===== src/rtl/branch_hazard_unit.sv =====
// Branch/jump resolution and load-use hazard detection for the 5-stage RV32I pipeline.
// Issues a registered one-cycle PC redirect with flush and keeps saturating perf counters.
module branch_hazard_unit #(
  parameter int CNT_W         = 32,
  parameter int RST_PC_UNUSED = 0
) (
  input  logic             clk,
  input  logic             rst,
  input  logic             id_valid,
  input  logic [4:0]       id_rs1,
  input  logic [4:0]       id_rs2,
  input  logic             id_has_rs2,
  input  logic             id_without_rs,
  input  logic             ex_valid,
  input  logic             ex_memread,
  input  logic [4:0]       ex_rd,
  input  logic [7:0]       ex_jump_type,
  input  logic [31:0]      ex_rs1_val,
  input  logic [31:0]      ex_rs2_val,
  input  logic [31:0]      ex_pc,
  input  logic [31:0]      ex_imm,
  output logic             stall,
  output logic             redirect_valid,
  output logic [31:0]      redirect_pc,
  output logic             flush,
  output logic             ex_kill,
  output logic             misalign,
  output logic [CNT_W-1:0] stall_cnt,
  output logic [CNT_W-1:0] flush_cnt
);

  typedef enum logic [0:0] {IDLE = 1'b0, REDIRECT = 1'b1} state_t;

  localparam logic [31:0]      RESET_PC = 32'(RST_PC_UNUSED);
  localparam logic [CNT_W-1:0] CNT_MAX  = {CNT_W{1'b1}};
  localparam logic [CNT_W-1:0] CNT_ONE  = {{(CNT_W-1){1'b0}}, 1'b1};

  state_t            state_r, state_next_s;
  logic [31:0]       target_r, target_next_s, target_s;
  logic              redirect_valid_r, misalign_r;
  logic [CNT_W-1:0]  stall_cnt_r, flush_cnt_r;
  logic              cond_s, taken_s, hz_s, stall_s;
  logic              eq_s, lt_s, ltu_s;

  function automatic logic is_onehot8(input logic [7:0] v);
    return (v != 8'd0) && ((v & (v - 8'd1)) == 8'd0);
  endfunction

  // Branch condition and target computation for the EX instruction.
  always_comb begin
    eq_s   = (ex_rs1_val == ex_rs2_val);
    lt_s   = ($signed(ex_rs1_val) < $signed(ex_rs2_val));
    ltu_s  = (ex_rs1_val < ex_rs2_val);
    cond_s = 1'b0;
    case (ex_jump_type)
      8'h01:        cond_s = eq_s;
      8'h02:        cond_s = !eq_s;
      8'h04:        cond_s = !lt_s;
      8'h08:        cond_s = lt_s;
      8'h10:        cond_s = !ltu_s;
      8'h20:        cond_s = ltu_s;
      8'h40, 8'h80: cond_s = 1'b1;
      default:      cond_s = 1'b0;
    endcase
    taken_s = ex_valid & is_onehot8(ex_jump_type) & cond_s;
    if (ex_jump_type[7]) begin
      target_s = (ex_rs1_val + ex_imm) & 32'hFFFF_FFFE;
    end else begin
      target_s = ex_pc + ex_imm;
    end
  end

  // Load-use hazard; a pending redirect flushes ID anyway, so no stall then.
  always_comb begin
    hz_s = ex_valid & ex_memread & (ex_rd != 5'd0) & id_valid & !id_without_rs &
           ((id_rs1 == ex_rd) | (id_has_rs2 & (id_rs2 == ex_rd)));
    if (state_r == IDLE) begin
      stall_s = hz_s;
    end else begin
      stall_s = 1'b0;
    end
  end

  // Next-state logic: the EX result during REDIRECT is wrong-path and ignored.
  always_comb begin
    state_next_s  = IDLE;
    target_next_s = target_r;
    case (state_r)
      IDLE: begin
        if (taken_s) begin
          state_next_s  = REDIRECT;
          target_next_s = target_s;
        end else begin
          state_next_s  = IDLE;
        end
      end
      REDIRECT: state_next_s = IDLE;
      default:  state_next_s = IDLE;
    endcase
  end

  // State, target and registered redirect outputs.
  always_ff @(posedge clk) begin
    if (rst) begin
      state_r          <= IDLE;
      target_r         <= RESET_PC;
      redirect_valid_r <= 1'b0;
      misalign_r       <= 1'b0;
    end else begin
      state_r          <= state_next_s;
      target_r         <= target_next_s;
      redirect_valid_r <= (state_next_s == REDIRECT);
      misalign_r       <= (state_next_s == REDIRECT) & target_next_s[1];
    end
  end

  // Saturating perf counters.
  always_ff @(posedge clk) begin
    if (rst) begin
      stall_cnt_r <= {CNT_W{1'b0}};
      flush_cnt_r <= {CNT_W{1'b0}};
    end else begin
      if (stall_s && (stall_cnt_r != CNT_MAX)) begin
        stall_cnt_r <= stall_cnt_r + CNT_ONE;
      end
      if (redirect_valid_r && (flush_cnt_r != CNT_MAX)) begin
        flush_cnt_r <= flush_cnt_r + CNT_ONE;
      end
    end
  end

  assign stall          = stall_s;
  assign redirect_valid = redirect_valid_r;
  assign flush          = redirect_valid_r;
  assign ex_kill        = redirect_valid_r;
  assign misalign       = misalign_r;
  assign redirect_pc    = target_r;
  assign stall_cnt      = stall_cnt_r;
  assign flush_cnt      = flush_cnt_r;

endmodule


===== config.mk =====
export PLATFORM = sky130hd
export DESIGN_NAME = branch_hazard_unit
export DESIGN_NICKNAME = d
export VERILOG_FILES = /design/src/rtl/branch_hazard_unit.sv
export SDC_FILE = /design/constraint.sdc
export NUM_CORES = 1
export LEC_CHECK = 0
export BUFFER_PORTS_ARGS = -buffer_cell sky130_fd_sc_hd__clkbuf_2
export CAP_MARGIN = 25
export CORE_ASPECT_RATIO = 1.75
export CORE_MARGIN = 4
export CORE_UTILIZATION = 54
export CTS_BUF_LIST = sky130_fd_sc_hd__clkbuf_16
export DETAILED_ROUTE_END_ITERATION = 16
export HOLD_SLACK_MARGIN = 0.02
export PLACE_DENSITY_LB_ADDON = 0.1
export SLEW_MARGIN = 25
export SYNTH_ARGS = -nofsm -noshare
export SYNTH_HDL_FRONTEND = slang
export SYNTH_SLANG_ARGS = --single-unit
export TNS_END_PERCENT = 20

===== constraint.sdc =====
create_clock -name clk -period 2.95 [get_ports clk]
set_input_delay 0.1475 -clock clk [delete_from_list [all_inputs] [get_ports clk]]
set_output_delay 0.1475 -clock clk [all_outputs]
set_load 0.02 [all_outputs]

## Yosys cells after proc, flatten, opt, wreduce, memory -nomap -nowiden

Index checks and enable logic that the tools add are counted.

| storage, ports and cells | value |
|---|---|
| input port bits | 158 |
| register bits after elaboration | 98 |
| logic and storage cells | 57 |

| cells by class | value |
|---|---|
| bitwise logic cells | 12 |
| multiplexer cells | 7 |
| equality and inequality tests | 13 |
| order comparisons | 2 |
| reduce and logical (&&, ||, !) cells | 12 |
| add/sub/neg operators | 5 |

Operators with widths:

| operator | number |
|---|---|
| $add 32x1->32 const B | 2 |
| $add 32x32->32 | 2 |
| $lt 32x32->1 | 2 |
| $ne 32x32->1 const B | 2 |
| $eq 32x32->1 | 1 |
| $mux 32 | 1 |
| $eq 5x5->1 | 2 |
| $and 1x1->1 | 9 |
| $and 8x8->8 | 1 |
| $eq 8x1->1 const B | 1 |
| $eq 8x2->1 const B | 1 |
| $eq 8x3->1 const B | 1 |
| $eq 8x4->1 const B | 1 |
| $eq 8x5->1 const B | 1 |
| $eq 8x6->1 const B | 1 |
| $eq 8x7->1 const B | 1 |
| $eq 8x8->1 const B | 1 |
| $logic_not 8->1 | 1 |
| $reduce_bool 8->1 | 1 |
| $sub 8x1->8 const B | 1 |
| $pmux 1 s7 | 1 |
| $reduce_bool 5->1 | 1 |
| $logic_not 1->1 | 4 |
| $mux 2 | 2 |
| other kinds (7) | 10 |

## Depth between registers and ports, before layout

| depth | value |
|---|---|
| word-level depth | 9 |
| gate-level depth with buffers | 13 |

## Worst setup path after synthesis

Ideal clock, no wire load.

| timing | value |
|---|---|
| path kind | input-to-reg |
| start | input port ex_pc[1] |
| end | register target_r[31], in the netlist redirect_pc[31] |
| data required time | 2.858 ns |
| library setup time | 0.092 ns |
| stages | 10 |
| setup slack | 0.281 ns |
| arrival time | 2.577 ns |
| path through | ha_1 a211oi_1 nor4_1 o311ai_1 a21oi_1 o211ai_1 nor2b_1 a21o_1 mux2_2 o32ai_1 |

| on the way | value |
|---|---|
| word-level cells in the longest chain between the ends | 2 |

Ends and longest elaborated chain:

| item | RTL line | text |
|---|---|---|
| start, declared | 20 | `input logic [31:0] ex_pc,` |
| $add 32x32->32 | 69 | `target_s = ex_pc + ex_imm;` |
| $mux 32 | 66 | `if (ex_jump_type[7]) begin` |
| end signal, assigned | 111 | `target_r <= target_next_s;` |
| end, declared | 39 | `logic [31:0] target_r, target_next_s, target_s;` |

Every way passes these cells.
A chain may end at the register's enable or synchronous reset.

## Final worst setup path

| timing | value |
|---|---|
| start | input port ex_imm[1] |
| end | register target_r[31], in the netlist redirect_pc[31] |

| on the way | value |
|---|---|
| word-level cells in the longest chain between the ends | 2 |
| elaborated cells on any way between the ends | 3 |
| those cells by class | 2 x add/sub; 1 x mux |

Ends and longest elaborated chain:

| item | RTL line | text |
|---|---|---|
| start, declared | 21 | `input logic [31:0] ex_imm,` |
| $add 32x32->32, on equally long branches | 69, 67 |  |
| $mux 32 (*) | 66 |  |

Mark *: on every way between the ends. The rest lies on a longest branch, timed or not.

==> flow_summary.yaml <==
synthesis:
  synth_warnings: 0
  synth_edf_count: 0
  synth_area_per_cell_um2: 7.74
  synth_seq_cells: 98
  synth_cells: 1149
  syn-num-nets: 1404
  ys.flop_type: "dfxtp_1"
  synth-async-reset-ratio_pct: 0
  yosysSeqAreaShare_pct: 22.1
  synth_cell_types: 77
  syn-cell-area_um2: 8890
drt:
  vias: 9886
  drt_iter0_markers: 552
  ant_nets: 0
  wire_per_inst_um: 17.3
  dr.pass1.iters: 5
  drcViolationCount: 0
  vias_per_cell: 5.91
  totalWireLength_um: 28900
setup_path:
  path_max_fanout: 3
  r2r_end: "flush_cnt[8]"
  critical_path_arrival_ns: 3.06
  crit_type: "in2reg"
  endpoint_kind: "flip-flop"
  r2r-start: "flush_cnt[6]"
  cp.required_ns: 3.20
  ff2ff_path_depth: 9
  critPathLaunchType: "primary input"
  r2r_slack_ns: 0.34
clock_tree:
  cts.path.max_buffers: 2
  cts_tree: "built"
  cts_hold_buf: 0
  clock_latency_ns: 0.35
  cts_setup_buffers: 0
  cts-root-buf: "clkbuf_16"
  cts.clk_slew.worst_paths_ns: 0.07
  cts_buffers: 9
  numClockSinks: 98
  cts_max_level: 3
grt:
  grt_pass1_wl_um: 45100
  grt_use_total_pct: 29.7
  grt_pass1_vias: 9733
  grt_antenna_before_repair: 2
  grt_start_max_net_pins: 55
  grt_overflow: 0
timing:
  slew_viol_final: 0
  slew-limit-headroom_pct: 42.3
  fin_ws_ns: 0.135
  whs_ns: 0.315
  tightest_slew_ns: 0.865
  min_period_over_period_pct: 95.4
  hold_viol_final: 0
  clock_skew_ns: 0.0160
  setup_violations: 0
  fmax_ghz: 0.355
  rsz0062_at_grt: "false"
  finalCriticalPeriod_ns: 2.81
power_and_ir_drop:
  seqPwrFrac_pct: 35.0
  pwr-share-comb_pct: 34.6
  power_w: 0.00378
  powerDensity_nw_per_um2: 336
  ir_drop_mv: 0.293
  p_sw_w: 0.00128
  p_sw_share_pct: 33.8
  p_leak_nw: 5.20
  power_frac_clock_pct: 30.5
  p_int_w: 0.00250
layout:
  layout_common_cells: "clkbuf_2, nor2_1, dfxtp_1, buf_4, ha_1"
  layout_commonest_cell: "clkbuf_2"
  nets: 1731
  nFillCells: 1433
  fin_util_pct: 70.3
  drive_above_1_share_pct: 27.1
  area_growth_pct: 26.8
place:
  routabilityCongestion: 0.907
  hpwl_um: 24000
  port-buffer-count: 258
  dp_slack_ns: -0.218
floorplan:
  initial_utilization_pct: 55.5
  die_h_um: 178
  ioPinCount: 259
  placementRows: 61
  die_area_um2: 18700
  die_w_um: 105
  core_um2: 16000
min_path:
  hp-start: "rst"
  hold_path_end: "flush_cnt[25]"
  hold_depth: 2
  hold_path_class: "in2reg"
outcome:
  status: "complete, no violations"
run:
  cap_viol_max_count: 0
critical path, cell delays in order:
cell and delay (ns):
clkbuf_2 0.10, ha_1 0.29, a211oi_1 0.22, buf_4 0.16, nor4_1 0.06, o311ai_1 0.61, a21oi_1 0.22, o211ai_1 0.28
nor2b_1 0.24, a21o_1 0.15, mux2_2 0.33, o32ai_1 0.25
area by class of cell:
| cell class | count | area [µm²] | area share (%) |
|---|---|---|---|
| sequential | 98 | 1960 | 17.4 |
| antenna | 2 | 5.00 | 0.0444 |
| multi-input combinational | 954 | 6540 | 58.0 |
| tap | 189 | 236 | 2.10 |
| clock inverter | 7 | 61.3 | 0.544 |
| inverter | 58 | 218 | 1.93 |
| timing repair buffer | 355 | 2020 | 17.9 |
| clock buffer | 9 | 225 | 2.00 |
flip-flops by register name, summed over array words and instances, names as in the netlist:
signal / cells
misalign: 1
stall_cnt: 32
redirect_pc: 32
flush_cnt: 32
ex_kill: 1
layer usage:
metal	GRT usage (%)	part of all wire [%]	up-vias
met3	3.97	5.4	113
met1	28.9	35	4535
met5	0	0	-
met4	22.6	7.6	0
met2	55.8	52	374
li1	-	-	4864
power groups by stage:
| stage | clock network, W | registers [W] | logic (W) |
|---|---|---|---|
| CTS | 0.00117 | 0.00132 | 0.00129 |
| global placement | 0 | 0.00135 | 0.00127 |
| finish | 0.00115 | 0.00132 | 0.00131 |
| detailed placement | 0 | 0.00135 | 0.00129 |
| floorplan | 0 | 0.00135 | 0.000800 |
| global route | 0.00123 | 0.00132 | 0.00143 |
Yosys cell counts (all sizes together) (3+ instances only):
library cell	n	area share, %
or4	3	0.34
clkbuf	28	1.2
nand4	38	2.7
o41ai	10	1.4
a21o	17	1.4
o21a	8	0.68
buf	11	0.91
o31ai	12	1.0
ha	95	13
nor4	11	0.77
and3	11	0.77
nand2	94	4.0
nor2b	15	1.1
nand3	37	2.1
nand3b	5	0.42
a211oi	34	3.7
xnor2	56	5.5
a21boi	4	0.34
and2	11	0.77
nand2b	7	0.49
o211ai	9	0.76
o21ai	67	3.8
nor3	48	2.8
a311oi	8	0.79
xor2	58	5.7
mux2i	11	1.2
inv	57	2.4
and4	11	1.1
dfxtp	98	22
o21bai	9	0.76
or3	10	0.70
nor2	127	5.4
a21oi	78	4.4
or2	3	0.21
o311ai	3	0.30
worst max-delay path by stage:
stage	startpoint	end	slack, ns	cells past startpoint
4_1_cts	ex_rs2_val[31]	redirect_pc[23]	0.14	15
6_report	ex_imm[1]	redirect_pc[31]	0.14	12
5_1_grt	ex_imm[0]	redirect_pc[30]	0.02	15
3_5_place_dp	ex_rs2_val[31]	redirect_pc[23]	-0.22	15
3_3_place_gp	ex_rs2_val[31]	redirect_pc[23]	-0.12	15
2_1_floorplan	ex_pc[1]	redirect_pc[31]	0.28	10
what timing repair did:
| action | CTS | global route |
|---|---|---|
| gates resized for setup | 0 | 4 |
| setup endpoints to repair | 0 | 6 |
| hold endpoints to repair | 0 | 0 |
metrics by stage:
stage | area, µm² | TNS, ns | std cells
CTS | 11300 | 0 | 1670
global route | 11300 | 0 | 1672
global placement | 11000 | -1.98 | 1654
floorplan | 8890 | 0 | 1149
detailed placement | 11000 | -4.25 | 1654
finish | 11300 | 0 | 1672
kinds of logic after synthesis:
family / synth area share (%)
mux: 1.53
flops: 22.1
xor+xnor: 11.2
buf+inv: 4.54
fa+ha+maj: 13.8
compound gates: 22.4
simple gates: 24.4
(Power assumes the default switching activity.)
